`config.mk`:
```
export PLATFORM = sky130hd
export DESIGN_NAME = phase_meas_sched
export DESIGN_NICKNAME = d
export VERILOG_FILES = /design/src/rtl/phase_meas_pkg.sv /design/src/rtl/phase_meas_sched_cnt.sv /design/src/rtl/phase_meas_sched.sv
export SDC_FILE = /design/constraint.sdc
export NUM_CORES = 1
export LEC_CHECK = 0
export ABC_CLOCK_PERIOD_IN_PS = 2300
export CAP_MARGIN = 15
export CORE_MARGIN = 2
export CORE_UTILIZATION = 55
export CTS_CLUSTER_SIZE = 28
export DETAILED_ROUTE_END_ITERATION = 7
export PLACE_DENSITY = 0.8
export SYNTH_ARGS = -nofsm -noshare
export SYNTH_HDL_FRONTEND = slang
export SYNTH_SLANG_ARGS = --single-unit
```
`constraint.sdc`:
```
create_clock -name clk -period 2.3 [get_ports clk]
set_input_delay 0.46 -clock clk [delete_from_list [all_inputs] [get_ports clk]]
set_output_delay 0.46 -clock clk [all_outputs]
set_load 0.03 [all_outputs]
```
`src/rtl/phase_meas_pkg.sv`:
```
// phase_meas_pkg: shared types, defaults and the round-robin channel picker
// for the phase_meas_sched block.
package phase_meas_pkg;

  localparam int NCH_DEF = 4;
  localparam int CW_DEF  = 8;

  typedef enum logic [2:0] {
    IDLE,
    SELECT,
    WAIT_A,
    COUNT,
    DONE
  } state_t;

  // First set bit of mask scanning upward from cur (incl=1) or cur+1 (incl=0),
  // wrapping at nch. Returns cur unchanged when no bit is set.
  function automatic logic [3:0] next_ch(input logic [15:0] mask, input logic [3:0] cur,
                                         input int nch, input logic incl);
    logic [3:0] res;
    logic [3:0] idx;
    logic       found;
    int         pos;
    res   = cur;
    found = 1'b0;
    for (int k = 0; k < 16; k++) begin
      pos = (int'(cur) + k + (incl ? 0 : 1)) % nch;
      idx = pos[3:0];
      if (!found && (k < nch) && mask[idx]) begin
        res   = idx;
        found = 1'b1;
      end
    end
    return res;
  endfunction

endpackage

```
`src/rtl/phase_meas_sched_cnt.sv`:
```
// phase_cnt: rising-edge detectors for the muxed A/B inputs plus the
// saturating phase counter shared by all channels.
module phase_cnt
  import phase_meas_pkg::*;
#(
  parameter int CW = CW_DEF
) (
  input  logic          clk,
  input  logic          rst_n,
  input  logic          load_i,
  input  logic          clr_i,
  input  logic          run_i,
  input  logic          a_i,
  input  logic          b_i,
  output logic          a_rise_o,
  output logic          b_rise_o,
  output logic [CW-1:0] cnt_nxt_o
);

  logic          a_prev_q, b_prev_q;
  logic [CW-1:0] cnt_q, cnt_d;

  function automatic logic [CW-1:0] sat_inc(input logic [CW-1:0] v);
    return (&v) ? v : v + 1'b1;
  endfunction

  // Previous-cycle levels; during load they take the newly selected channel's level
  always_ff @(posedge clk) begin
    if (!rst_n) begin
      a_prev_q <= 1'b0;
      b_prev_q <= 1'b0;
    end else begin
      a_prev_q <= a_i;
      b_prev_q <= b_i;
    end
  end

  // Edges are masked while loading, since prev still holds the old channel then
  always_comb begin
    a_rise_o  = !load_i && a_i && !a_prev_q;
    b_rise_o  = !load_i && b_i && !b_prev_q;
    cnt_nxt_o = sat_inc(cnt_q);
    cnt_d     = cnt_q;
    if (clr_i) begin
      cnt_d = '0;
    end else if (run_i) begin
      cnt_d = sat_inc(cnt_q);
    end
  end

  // Phase counter register
  always_ff @(posedge clk) begin
    if (!rst_n) begin
      cnt_q <= '0;
    end else begin
      cnt_q <= cnt_d;
    end
  end

endmodule

```
`src/rtl/phase_meas_sched.sv`:
```
// phase_meas_sched: round-robin phase-difference measurement over NCH encoder
// channel pairs using one shared edge detector/counter.
// Optional macro PHASE_SYNC_EN adds a 2-flop synchronizer on all encoder inputs.
module phase_meas_sched
  import phase_meas_pkg::*;
#(
  parameter int  NCH     = NCH_DEF,
  parameter int  CW      = CW_DEF,
  parameter int  TMO_CYC = 1000,
  parameter int  TW      = 16,
  localparam int CHW     = $clog2(NCH)
) (
  input  logic           clk,
  input  logic           rst_n,
  input  logic           enable,
  input  logic [NCH-1:0] ch_mask,
  input  logic [NCH-1:0] enc_a,
  input  logic [NCH-1:0] enc_b,
  output logic [CW-1:0]  result,
  output logic [CHW-1:0] result_ch,
  output logic           result_vld,
  output logic           result_tmo,
  output logic           busy,
  output logic [CHW-1:0] cur_ch
);

  state_t         state_q, state_d;
  logic [CHW-1:0] cur_ch_q, cur_ch_d, ch_first, ch_after;
  logic [CW-1:0]  result_q, result_d;
  logic [CHW-1:0] result_ch_q, result_ch_d;
  logic           result_tmo_q, result_tmo_d;
  logic [TW-1:0]  tmo_q, tmo_d;
  logic [NCH-1:0] a_src, b_src;
  logic [15:0]    mask16;
  logic           a_m, b_m, a_rise, b_rise, tmo_hit;
  logic [CW-1:0]  cnt_nxt;

`ifdef PHASE_SYNC_EN
  logic [NCH-1:0] a_s1_q, a_s2_q, b_s1_q, b_s2_q;

  // Two-flop synchronizer; A and B see identical delay so phase is preserved
  always_ff @(posedge clk) begin
    if (!rst_n) begin
      a_s1_q <= '0;
      a_s2_q <= '0;
      b_s1_q <= '0;
      b_s2_q <= '0;
    end else begin
      a_s1_q <= enc_a;
      a_s2_q <= a_s1_q;
      b_s1_q <= enc_b;
      b_s2_q <= b_s1_q;
    end
  end

  assign a_src = a_s2_q;
  assign b_src = b_s2_q;
`else
  assign a_src = enc_a;
  assign b_src = enc_b;
`endif

  assign a_m     = a_src[cur_ch_q];
  assign b_m     = b_src[cur_ch_q];
  assign tmo_hit = (tmo_q == TW'(TMO_CYC - 1));

  phase_cnt #(.CW(CW)) u_cnt (
    .clk      (clk),
    .rst_n    (rst_n),
    .load_i   (state_q == SELECT),
    .clr_i    (state_q != COUNT),
    .run_i    (state_q == COUNT),
    .a_i      (a_m),
    .b_i      (b_m),
    .a_rise_o (a_rise),
    .b_rise_o (b_rise),
    .cnt_nxt_o(cnt_nxt)
  );

  // Round-robin candidates: inclusive search when starting, exclusive after a slot
  always_comb begin
    mask16             = '0;
    mask16[NCH-1:0]    = ch_mask;
    ch_first           = CHW'(next_ch(mask16, 4'(cur_ch_q), NCH, 1'b1));
    ch_after           = CHW'(next_ch(mask16, 4'(cur_ch_q), NCH, 1'b0));
  end

  // State register
  always_ff @(posedge clk) begin
    if (!rst_n) begin
      state_q <= IDLE;
    end else begin
      state_q <= state_d;
    end
  end

  // Next-state logic; an edge in the same cycle as the timeout wins
  always_comb begin
    state_d = state_q;
    case (state_q)
      IDLE:   if (enable && |ch_mask) state_d = SELECT;
      SELECT: state_d = enable ? WAIT_A : IDLE;
      WAIT_A: begin
        if (!enable)      state_d = IDLE;
        else if (a_rise)  state_d = b_rise ? DONE : COUNT;
        else if (tmo_hit) state_d = DONE;
      end
      COUNT: begin
        if (!enable)                state_d = IDLE;
        else if (b_rise || tmo_hit) state_d = DONE;
      end
      DONE:    state_d = (enable && |ch_mask) ? SELECT : IDLE;
      default: state_d = IDLE;
    endcase
  end

  // Outputs decoded from state plus held result registers
  always_comb begin
    busy       = (state_q != IDLE);
    result_vld = (state_q == DONE);
    result     = result_q;
    result_ch  = result_ch_q;
    result_tmo = result_tmo_q;
    cur_ch     = cur_ch_q;
  end

  // Next values for channel pointer, timeout counter and the captured result
  always_comb begin
    tmo_d        = tmo_q;
    cur_ch_d     = cur_ch_q;
    result_d     = result_q;
    result_ch_d  = result_ch_q;
    result_tmo_d = result_tmo_q;
    case (state_q)
      IDLE:   if (state_d == SELECT) cur_ch_d = ch_first;
      SELECT: tmo_d = '0;
      WAIT_A, COUNT: begin
        tmo_d = tmo_q + 1'b1;
        if (state_d == DONE) begin
          result_ch_d = cur_ch_q;
          if (state_q == WAIT_A && a_rise) begin
            // A and B rose together
            result_d     = '0;
            result_tmo_d = 1'b0;
          end else if (state_q == COUNT && b_rise) begin
            result_d     = cnt_nxt;
            result_tmo_d = 1'b0;
          end else begin
            result_d     = '1;
            result_tmo_d = 1'b1;
          end
        end
      end
      // Pointer advances after every slot so a later restart resumes fairly
      DONE:    if (|ch_mask) cur_ch_d = ch_after;
      default: ;
    endcase
  end

  // Datapath/control registers
  always_ff @(posedge clk) begin
    if (!rst_n) begin
      tmo_q        <= '0;
      cur_ch_q     <= '0;
      result_q     <= '0;
      result_ch_q  <= '0;
      result_tmo_q <= 1'b0;
    end else begin
      tmo_q        <= tmo_d;
      cur_ch_q     <= cur_ch_d;
      result_q     <= result_d;
      result_ch_q  <= result_ch_d;
      result_tmo_q <= result_tmo_d;
    end
  end

endmodule

```
==> reports/qor.txt <==
status - finished clean
# DRC - 0
switching pwr - 0.000369 W
CP bufs+invs - 1
Placed Instances - 355
clk slew on worst S/H paths - 90 ps
critical path endpoint - result_vld
Logic pwr share - 10.9%
crit start category - register
GPL Wtd Cong - 0.853
Layout Skew - 9.76 ps
core area - 0.00403 sq mm
Flop pwr share - 45.8%
max incr delay on CP - 660 ps
syn avg cell area - 8.28 sq um
register area share after synthesis - 36.5%
number of max-cap violations - 0
async set-reset flop share out of synthesis - 0%
first-pass GRT wire length - 8380 um
worst setup margin - 107 ps
most common cell in the synthesized netlist - dfxtp_1
DIE HEIGHT - 68.7 um
Pleak - 1.11 nW
number of vias per cell - 5.94
Initial DRC Count - 133
Detailed Place HPWL - 3620 um
diode count - 0
yosys synthesis warning count - 0
Top FF cell, synth - dfxtp_1
Bufs on Longest Clock Path - 2
RSZ-0062 raised after global routing - false
synth unique cells - 49
Crit Reg-Reg Startpoint - tmo_q[11]
fill cell count - 323
clock power share - 43.2%
Fmax - 456 MHz
Synth Net Count - 295
initial antenna violation count - 0
clock root cell - clkbuf_8
ranking of synthesized cells by area - dfxtp_1 (37%), nand2_1 (6.5%), mux2i_1 (6.1%)
pin count of the biggest net entering global routing - 18
worst skew pair latency - 300 ps
grt total ovfl - 0
CTS tree - yes
Data required, critical path - 1840 ps
CTS Sinks - 42
vias in the first global route - 1,905
DR WL met2 - 2420 um
DIE WIDTH - 68.7 um
Synth area leader - dfxtp_1
Critical-path top delay cell - clkdlybuf4s50_1
Synth top area share - 36.5%
Final Net Count - 329
critical-path cell list - nor2_1 > and2_1 > clkdlybuf4s50_1
FF-to-FF End - result[4]
worst-margin pin slew - 523 ps
cells on worst reg2reg path - 6
Crit Path Max Fanout - 9
Total GRT Usage - 23.6%
antenna-violating nets left - 0
CTS H-tree depth - 2
cell area power density - 571 mW/mm^2
Worst Hold Class - register to register
worst vdd ir - 0.362 mV
Top Ports - 30
fin crit share - 95.4%
Final Max Tran Viols - 0
Crit. End Element - primary output
cell family with most CP delay - buffers and inverters
fin cells - 363
Initial Utilization - 57.1%
Post-synth EDFFs - 0
kind of critical path - register to primary output
post-place instance area - 0.00270 sq mm
Critical Path Source - state_q[0]
PortBufs - 29
M1 WL - 2380 um
Pint - 0.00126 W
synthesized area - 0.00230 sq mm
Final Instance Area - 0.00285 sq mm
Final Power - 0.00163 W
switching fraction of total power - 22.7%
worst path arrival time - 1730 ps
router iterations before antenna repair - 5
R2R Setup Slk - 160 ps
final number of hold-violating endpoints - 0
DR vias - 2,155
Worst path depth - 3
clock buffer count from CTS - 5
DRT Wirelength - 5140 um
Synth top cells by count - dfxtp_1 (42), nand2_1 (40), nor2_1 (22)
Cells after Synth - 278
pre-CTS WS - -190 ps
max layer used - met4
FP Rows - 23
Yosys reg bits - 42
area delta synth->final - 23.8%
die area - 0.00472 sq mm
Hold WS - 467 ps
metal3 WL - 256 um
layout cells sized above 1 - 13.7%
fin crit period - 2190 ps
max_slew headroom - 64.8%
wire length per cell - 14.2 um
hold-fix buffers at CTS - 0
Setup violations, final - 0
state kept, by name, indices dropped and copies added, names as in the netlist:
signal	count
u_cnt.cnt_q	8
state_q	3
u_cnt.b_prev_q	1
cur_ch	2
result	8
tmo_q	16
u_cnt.a_prev_q	1
result_ch	2
result_tmo	1
worst min-delay path by stage:
stage	startpoint	endpoint	slack, ps	cells after the start
final	result[7]	result[7]	470	2
after global routing	result[2]	result[2]	480	2
after CTS	result[2]	result[2]	470	2
after detailed placement	result_tmo	result_tmo	450	2
after global placement	result_ch[0]	result_ch[0]	440	2
after floorplan	tmo_q[11]	tmo_q[11]	470	2
cell type report:
type	count	area (sq um)	area share, %
Sequential cell	42	841	29.5
Inverter	9	33.8	1.19
Timing Repair Buffer	43	408	14.3
Tap cell	50	62.6	2.19
Clock inverter	3	68.8	2.41
Multi-Input combinational cell	211	1370	48.0
Clock buffer	5	68.8	2.41
layer usage:
| layer | track usage [%] | vias to the layer above |
|---|---|---|
| li1 | - | 1089 |
| met1 | 29.2 | 999 |
| met2 | 40.0 | 58 |
| met3 | 5.03 | 9 |
| met4 | 9.07 | 0 |
| met5 | 0 | - |
power by group through the flow:
stage	clock network (W)	logic, W	registers, W
global placement	0	0.000172	0.000762
CTS	0.000710	0.000177	0.000745
floorplan	0	0.0000981	0.000765
detailed placement	0	0.000174	0.000762
global route	0.000739	0.000194	0.000748
finish	0.000704	0.000178	0.000746
cell families after synthesis:
logic type      Yosys count  share of synthesized area (%)
fa+ha+maj                 4                           1.96
buf+inv                  25                           4.46
compound gates           62                           18.3
xor+xnor                  1                          0.381
mux                      21                           11.0
flops                    42                           36.5
simple gates            123                           27.4
layout by cell type (no fill, tap or decap), types with 3 or more instances in the layout:
cell type / n
nor4_1: 5
o221ai_1: 3
and2_1: 5
or2_2: 6
nand4_1: 3
mux2i_1: 14
a211o_1: 4
nand3_1: 11
mux2_2: 4
mux4_2: 3
nand2_1: 40
clkdlybuf4s50_1: 29
a21oi_1: 15
clkbuf_8: 5
buf_4: 13
a31oi_1: 6
dfxtp_1: 42
nor2_1: 22
a22oi_1: 4
inv_1: 9
o21ai_0: 10
and4_1: 3
nor3_1: 11
or3_1: 4
o211ai_1: 3
through the flow:
stage,TNS [ps],utilization [%]
after global placement,-402,67.1
after detailed placement,-1040,67.1
after floorplan,0,-
after CTS,0,70.5
final,0,70.7
after global routing,0,70.7
repair_timing:
item	CTS	global route
endpoints found under the setup margin	0	4
resized for setup	0	1
setup buffers	0	0
worst min-delay path: cells and delay by family, from the launching register on:
kind,cells,cell delay [ps]
DFF,1,320
muxes,1,50
and+or+nand+nor,1,50
Note: power is estimated with default switching activity, not from simulation.
